`config.mk`:
```
export PLATFORM = sky130hd
export DESIGN_NAME = hazard_scheduler_flat
export DESIGN_NICKNAME = d
export VERILOG_FILES = /design/src/rtl/hazard_scheduler_pkg.sv /design/src/rtl/hazard_scheduler_if.sv /design/src/rtl/hazard_scoreboard.sv /design/src/rtl/hazard_scheduler.sv /design/src/flat_wrapper.sv
export SDC_FILE = /design/constraint.sdc
export NUM_CORES = 1
export LEC_CHECK = 0
export BUFFER_PORTS_ARGS = -buffer_cell sky130_fd_sc_hd__clkbuf_2
export CORE_AREA = 2 2 64 66
export DETAILED_ROUTE_END_ITERATION = 7
export DIE_AREA = 0 0 66 68
export PLACE_DENSITY_LB_ADDON = 0.12
export SYNTH_ARGS = -nofsm -noshare
export SYNTH_HDL_FRONTEND = slang
export SYNTH_SLANG_ARGS = --single-unit
```
`constraint.sdc`:
```
create_clock -name clk -period 3.35 [get_ports clk]
set_input_delay 0.5025 -clock clk [delete_from_list [all_inputs] [get_ports clk]]
set_output_delay 0.5025 -clock clk [all_outputs]
set_load 0.1 [all_outputs]
```
`src/rtl/hazard_scheduler_pkg.sv`:
```
// rtl/hazard_scheduler_pkg.sv - shared types and constants for the hazard scheduler
package hazard_scheduler_pkg;

  localparam int MIPS_REG_ADDR_W = 3;
  localparam logic [MIPS_REG_ADDR_W-1:0] MIPS_REG_ZERO = 3'd0;
  localparam int MIPS_MAX_STALL = 3;

  // One in-flight destination slot of the scoreboard.
  typedef struct packed {
    logic                       valid;
    logic [MIPS_REG_ADDR_W-1:0] dest;
  } sb_entry_t;

  localparam sb_entry_t SB_BUBBLE = '{valid: 1'b0, dest: '0};

  // A source collides with a slot when it is read, the slot holds a real
  // write to the same register, and the source is not the hardwired zero.
  function automatic logic sb_match(input sb_entry_t                  e,
                                    input logic                       used,
                                    input logic [MIPS_REG_ADDR_W-1:0] src,
                                    input logic                       r0_is_zero);
    return used && e.valid && (e.dest == src) &&
           !(r0_is_zero && (src == MIPS_REG_ZERO));
  endfunction

endpackage

```
`src/rtl/hazard_scheduler_if.sv`:
```
// rtl/hazard_scheduler_if.sv - ID-stage decode/stall bundle between pipeline and scheduler
interface hazard_scheduler_if #(
  parameter int PERF_W = 16
);
  import hazard_scheduler_pkg::*;

  logic [MIPS_REG_ADDR_W-1:0] decoding_op_src1;
  logic                       src1_used;
  logic [MIPS_REG_ADDR_W-1:0] decoding_op_src2;
  logic                       src2_used;
  logic [MIPS_REG_ADDR_W-1:0] id_op_dest;
  logic                       id_write_en;
  logic                       branch_taken;
  logic                       pipeline_stall_n;
  logic [MIPS_REG_ADDR_W-1:0] ex_op_dest;
  logic [MIPS_REG_ADDR_W-1:0] mem_op_dest;
  logic [MIPS_REG_ADDR_W-1:0] wb_op_dest;
  logic [PERF_W-1:0]          stall_total;
  logic                       stall_timeout;

  // Pipeline side: presents the ID instruction, consumes the stall.
  modport master (
    output decoding_op_src1, src1_used, decoding_op_src2, src2_used,
           id_op_dest, id_write_en, branch_taken,
    input  pipeline_stall_n, ex_op_dest, mem_op_dest, wb_op_dest,
           stall_total, stall_timeout
  );

  // Scheduler side.
  modport slave (
    input  decoding_op_src1, src1_used, decoding_op_src2, src2_used,
           id_op_dest, id_write_en, branch_taken,
    output pipeline_stall_n, ex_op_dest, mem_op_dest, wb_op_dest,
           stall_total, stall_timeout
  );

endinterface

```
`src/rtl/hazard_scoreboard.sv`:
```
// rtl/hazard_scoreboard.sv - 3-deep in-flight destination shift register and source comparators
module hazard_scoreboard
  import hazard_scheduler_pkg::*;
#(
  parameter int REG_ADDR_W = MIPS_REG_ADDR_W,
  parameter int R0_IS_ZERO = 1,
  parameter int WB_BYPASS  = 0
) (
  input  logic                  clk,
  input  logic                  rst,
  input  logic [REG_ADDR_W-1:0] src1,
  input  logic                  src1_used,
  input  logic [REG_ADDR_W-1:0] src2,
  input  logic                  src2_used,
  input  logic [REG_ADDR_W-1:0] id_dest,
  input  logic                  id_write_en,
  input  logic                  insert_bubble,
  output sb_entry_t             ex_q,
  output sb_entry_t             mem_q,
  output sb_entry_t             wb_q,
  output logic                  match
);

  localparam logic R0Z = (R0_IS_ZERO != 0);

  // Advance the pipeline shadow every cycle; EX takes a bubble when the
  // ID instruction is held back or squashed.
  always_ff @(posedge clk) begin
    if (rst) begin
      ex_q  <= SB_BUBBLE;
      mem_q <= SB_BUBBLE;
      wb_q  <= SB_BUBBLE;
    end else begin
      wb_q  <= mem_q;
      mem_q <= ex_q;
      if (insert_bubble) begin
        ex_q <= SB_BUBBLE;
      end else begin
        ex_q <= '{valid: id_write_en, dest: id_dest};
      end
    end
  end

  // Any read source hitting any eligible in-flight write; WB is skipped when
  // the register file writes through in the same cycle.
  always_comb begin
    match = 1'b0;
    match = match | sb_match(ex_q,  src1_used, src1, R0Z);
    match = match | sb_match(ex_q,  src2_used, src2, R0Z);
    match = match | sb_match(mem_q, src1_used, src1, R0Z);
    match = match | sb_match(mem_q, src2_used, src2, R0Z);
    if (WB_BYPASS == 0) begin
      match = match | sb_match(wb_q, src1_used, src1, R0Z);
      match = match | sb_match(wb_q, src2_used, src2, R0Z);
    end
  end

endmodule

```
`src/rtl/hazard_scheduler.sv`:
```
// rtl/hazard_scheduler.sv - central stall scheduler with branch squash, watchdog and stall counter
module hazard_scheduler
  import hazard_scheduler_pkg::*;
#(
  parameter int REG_ADDR_W = MIPS_REG_ADDR_W,
  parameter int R0_IS_ZERO = 1,
  parameter int WB_BYPASS  = 0,
  parameter int MAX_STALL  = MIPS_MAX_STALL,
  parameter int PERF_W     = 16
) (
  input logic               clk,
  input logic               rst,
  hazard_scheduler_if.slave bus
);

  localparam logic [PERF_W-1:0] PERF_ONE = {{(PERF_W-1){1'b0}}, 1'b1};

  sb_entry_t         ex_q;
  sb_entry_t         mem_q;
  sb_entry_t         wb_q;
  logic              match;
  logic              hazard;
  logic              squash_q;
  logic [2:0]        consec_q;
  logic              timeout_q;
  logic [PERF_W-1:0] stall_cnt_q;

  hazard_scoreboard #(
    .REG_ADDR_W (REG_ADDR_W),
    .R0_IS_ZERO (R0_IS_ZERO),
    .WB_BYPASS  (WB_BYPASS)
  ) u_scoreboard (
    .clk           (clk),
    .rst           (rst),
    .src1          (bus.decoding_op_src1),
    .src1_used     (bus.src1_used),
    .src2          (bus.decoding_op_src2),
    .src2_used     (bus.src2_used),
    .id_dest       (bus.id_op_dest),
    .id_write_en   (bus.id_write_en),
    .insert_bubble (hazard | squash_q),
    .ex_q          (ex_q),
    .mem_q         (mem_q),
    .wb_q          (wb_q),
    .match         (match)
  );

  // The instruction in the branch shadow is dropped, so it may never stall.
  assign hazard = match & ~squash_q;

  assign bus.pipeline_stall_n = ~hazard;
  assign bus.ex_op_dest       = ex_q.dest;
  assign bus.mem_op_dest      = mem_q.dest;
  assign bus.wb_op_dest       = wb_q.dest;
  assign bus.stall_total      = stall_cnt_q;
  assign bus.stall_timeout    = timeout_q;

  // Arm a one-cycle squash behind a taken branch that actually left ID.
  always_ff @(posedge clk) begin
    if (rst) begin
      squash_q <= 1'b0;
    end else begin
      squash_q <= bus.branch_taken & ~hazard;
    end
  end

  // Track the current run of back-to-back stalls and latch the watchdog
  // once a run outgrows MAX_STALL.
  always_ff @(posedge clk) begin
    if (rst) begin
      consec_q  <= 3'd0;
      timeout_q <= 1'b0;
    end else if (hazard) begin
      if (consec_q != 3'b111) begin
        consec_q <= consec_q + 3'd1;
      end
      if ((int'(consec_q) + 1) > MAX_STALL) begin
        timeout_q <= 1'b1;
      end
    end else begin
      consec_q <= 3'd0;
    end
  end

  // Lifetime stall-cycle count, pinned at all-ones instead of wrapping.
  always_ff @(posedge clk) begin
    if (rst) begin
      stall_cnt_q <= '0;
    end else if (hazard && (stall_cnt_q != {PERF_W{1'b1}})) begin
      stall_cnt_q <= stall_cnt_q + PERF_ONE;
    end
  end

endmodule

```
`src/flat_wrapper.sv`:
```
// flat-port wrapper written by rule: the top's interface ports become plain ports
module hazard_scheduler_flat import hazard_scheduler_pkg::*;
#(
  parameter int REG_ADDR_W = MIPS_REG_ADDR_W,
  parameter int R0_IS_ZERO = 1,
  parameter int WB_BYPASS  = 0,
  parameter int MAX_STALL  = MIPS_MAX_STALL,
  parameter int PERF_W     = 16
)
  (clk, rst, bus_decoding_op_src1, bus_src1_used, bus_decoding_op_src2, bus_src2_used, bus_id_op_dest, bus_id_write_en, bus_branch_taken, bus_pipeline_stall_n, bus_ex_op_dest, bus_mem_op_dest, bus_wb_op_dest, bus_stall_total, bus_stall_timeout);
  hazard_scheduler_if #(.PERF_W(PERF_W)) bus_i ();
  input logic clk;
  input logic rst;
  input wire logic [$bits(bus_i.decoding_op_src1)-1:0] bus_decoding_op_src1;
  input wire logic [$bits(bus_i.src1_used)-1:0] bus_src1_used;
  input wire logic [$bits(bus_i.decoding_op_src2)-1:0] bus_decoding_op_src2;
  input wire logic [$bits(bus_i.src2_used)-1:0] bus_src2_used;
  input wire logic [$bits(bus_i.id_op_dest)-1:0] bus_id_op_dest;
  input wire logic [$bits(bus_i.id_write_en)-1:0] bus_id_write_en;
  input wire logic [$bits(bus_i.branch_taken)-1:0] bus_branch_taken;
  output wire logic [$bits(bus_i.pipeline_stall_n)-1:0] bus_pipeline_stall_n;
  output wire logic [$bits(bus_i.ex_op_dest)-1:0] bus_ex_op_dest;
  output wire logic [$bits(bus_i.mem_op_dest)-1:0] bus_mem_op_dest;
  output wire logic [$bits(bus_i.wb_op_dest)-1:0] bus_wb_op_dest;
  output wire logic [$bits(bus_i.stall_total)-1:0] bus_stall_total;
  output wire logic [$bits(bus_i.stall_timeout)-1:0] bus_stall_timeout;
  assign bus_i.decoding_op_src1 = bus_decoding_op_src1;
  assign bus_i.src1_used = bus_src1_used;
  assign bus_i.decoding_op_src2 = bus_decoding_op_src2;
  assign bus_i.src2_used = bus_src2_used;
  assign bus_i.id_op_dest = bus_id_op_dest;
  assign bus_i.id_write_en = bus_id_write_en;
  assign bus_i.branch_taken = bus_branch_taken;
  assign bus_pipeline_stall_n = bus_i.pipeline_stall_n;
  assign bus_ex_op_dest = bus_i.ex_op_dest;
  assign bus_mem_op_dest = bus_i.mem_op_dest;
  assign bus_wb_op_dest = bus_i.wb_op_dest;
  assign bus_stall_total = bus_i.stall_total;
  assign bus_stall_timeout = bus_i.stall_timeout;
  hazard_scheduler #(.REG_ADDR_W(REG_ADDR_W), .R0_IS_ZERO(R0_IS_ZERO), .WB_BYPASS(WB_BYPASS), .MAX_STALL(MAX_STALL), .PERF_W(PERF_W)) u_core (.clk(clk), .rst(rst), .bus(bus_i));
endmodule
```
==> flow_summary.ini <==
[status]
status = completed

[global_routing]
grtUsageMet2_pct = 29.80
top_usage_layer = met2
track_usage_pct = 16.99
grt_pass1_vias = 1296
use_met3_pct = 4.441
grt_overflow = 0
grt_pass1_wl_um = 5727
antenna_found_initial = 0
use_met1_pct = 19.21
grt_max_degree = 31

[power_and_ir_drop]
ir_drop_mv = 0.3143
switching_share_pct = 25.92
combPwrFrac_pct = 11.4
p_leak_nw = 0.8274
power_switching_mw = 0.2053
p_seq_share_pct = 51.6
p_int_mw = 0.5867
powerDensity_mw_per_mm2 = 412.1
clkPwrFrac_pct = 37.0
total_power_mw = 0.7920

[place]
numPortBuffers = 41
gp_congestion = 0.7734
post-place-cells = 267
dp_hpwl_um = 2659
pre_cts_ws_ns = 0.3858
place_area_mm2 = 0.001836

[logic_synthesis]
yosysWarnings = 0
synthDistinctLibCells = 35
synth_edf_count = 0
synth.top_cell.area_share_pct = 39.82
syn-num-nets = 209
async_flop_share_pct = 0
syn_avg_cell_area_um2 = 8.732
syn_inst = 190
synth_area_mm2 = 0.001659
synthTopCellsByArea = dfxtp_1 40%, xor2_1 10%, nor2_1 4.3%, buf_4 4.1%, nor2b_1 3.8%
synth_seq_cells = 33
synth_area_leader_cell = dfxtp_1
seq_area_frac_synth_pct = 39.82
synth_flop_cell = dfxtp_1

[detailed_routing]
vias = 1398
route.detailed.drc = 0
avgRoutedWirePerCell_um = 12.78
ant_nets = 0
vias_per_cell = 5.102
first_pass_iters = 4
drt-total-wl_um = 3501
drt_iter0_drc = 73

[clock_tree]
path_clk_slew_ns = 0.06
cts_made_buffers = 5
cts.htree.levels = 2
clk_latency_ns = 0.28
cts_tree = built
cts_resized = 0
clockBufferDepth = 2
cts_hold_buffers = 0
cts_setup_buffers = 0
clkSinkCount = 33
cts_root_buf = clkbuf_8

[layout]
n_fill_cell = 391
antennaDiodeCount = 0
area_growth_pct = 15.84
fin_nets = 243
postLayoutCoreUtil_pct = 49.84
fin_cells = 274
final_common_cell = clkbuf_2
stdcell_area_mm2 = 0.001922
layout-drive-gt1-share_pct = 22.32
layout_common_cells = 41 x clkbuf_2, 33 x dfxtp_1, 19 x xor2_1, 19 x nor2_1

[flow_run]
drv_cap = 0

[sta]
fmax_mhz = 360.6
slew_headroom_pct = 59.95
fin_setup_tns_ns = 0
drv_slew = 0
rsz0062_at_grt = false
min_period_ns = 2.773
worstMarginPinSlew_ns = 0.5995
whs_ns = 0.4196
fin_ws_ns = 0.5766
clock_skew_ns = 0.003691
hold_viol_final = 0
setup-violations-final = 0
finalCritPeriodShare_pct = 82.79

[die]
die_h_um = 68
die_w_um = 66
die_area_mm2 = 0.004488
start_util_pct = 43.02
rows = 23
core-area_mm2 = 0.003856
pin_count = 42

[worst_setup_path]
path_class = in2out
cp-start-kind = primary input
cp_max_fo = 7
cp.arrival_ns = 2.27
crit_required_ns = 2.85
end_kind = primary output

[worst_hold_path]
hp-class = in2reg
==> synth_stat cells (2+ instances only) <==
library cell and n:
dfxtp_1 33, nor2_1 19, xor2_1 19, a21oi_1 11, nand2_1 11, nor2b_1 10, buf_4 9, inv_1 9
or4_1 8, nand3_1 7, nor3_1 6, or3_1 5, xnor2_1 5, and4_1 4, clkbuf_1 4, ha_1 4
o21ai_0 3, a31oi_1 2, and3_1 2, mux2_1 2, nand4_1 2, o21ai_1 2
==> cell families (layout without fill, tap and decap cells) <==
family	after synthesis	in the layout	share of synthesized area, %
AND/OR/NAND/NOR	79	79	26.62
XOR/XNOR	24	24	12.67
flip-flops	33	33	39.82
AO/OA/AOI/OAI	23	23	7.919
multiplexers	3	3	1.961
adder cells (fa/ha/maj)	4	4	3.017
buffers and inverters	24	58	7.993
==> registers in the layout (all words and copies together) (netlist names) <==
| name | flops |
|---|---|
| u_core.squash_q | 1 |
| u_core.consec_q | 3 |
| u_core.u_scoreboard.ex_q | 4 |
| u_core.u_scoreboard.wb_q | 4 |
| u_core.bus.stall_total | 16 |
| u_core.bus.stall_timeout | 1 |
| u_core.u_scoreboard.mem_q | 4 |
==> worst paths after layout <==
kind | cells past startpoint | start | end | slack (ns)
setup reg to reg | 7 | u_core.u_scoreboard.mem_q[2] | u_core.bus.stall_total[5] | 0.71
setup / recovery | 6 | bus_decoding_op_src1[2] | bus_pipeline_stall_n | 0.58
hold reg to reg | 2 | u_core.bus.stall_timeout | u_core.bus.stall_timeout | 0.47
hold / removal | 3 | bus_id_write_en | u_core.u_scoreboard.ex_q[3] | 0.42
==> critical path, stage by stage <==
cell      delay [ns]
clkbuf_2        0.13
xor2_1          0.17
or4_1           0.53
a31oi_1         0.25
o21bai_1        0.24
clkbuf_2        0.45
==> per-layer routing <==
metal | wire [um] | part of all wire, %
met4 | 69 | 2.0
met5 | 0 | 0
met2 | 1701 | 49
met1 | 1524 | 44
met3 | 205 | 5.9
==> power groups by stage <==
stage | Sequential [mW] | Clock (mW) | Combinational, mW
6_report | 0.408 | 0.293 | 0.0906
5_1_grt | 0.409 | 0.323 | 0.0971
4_1_cts | 0.408 | 0.302 | 0.0914
3_5_place_dp | 0.417 | 0 | 0.0911
3_3_place_gp | 0.417 | 0 | 0.0889
2_1_floorplan | 0.418 | 0 | 0.0706
==> area by class of cell <==
cell class,instances,area [um2],area share [%]
multi-input cells,133,865.8,45.05
flip-flops and latches,33,660.6,34.38
repair buffers,42,212.7,11.07
clock buffers,7,86.33,4.492
well taps,50,62.56,3.255
inverters,9,33.78,1.758
Note: power is estimated with default switching activity, not from simulation.
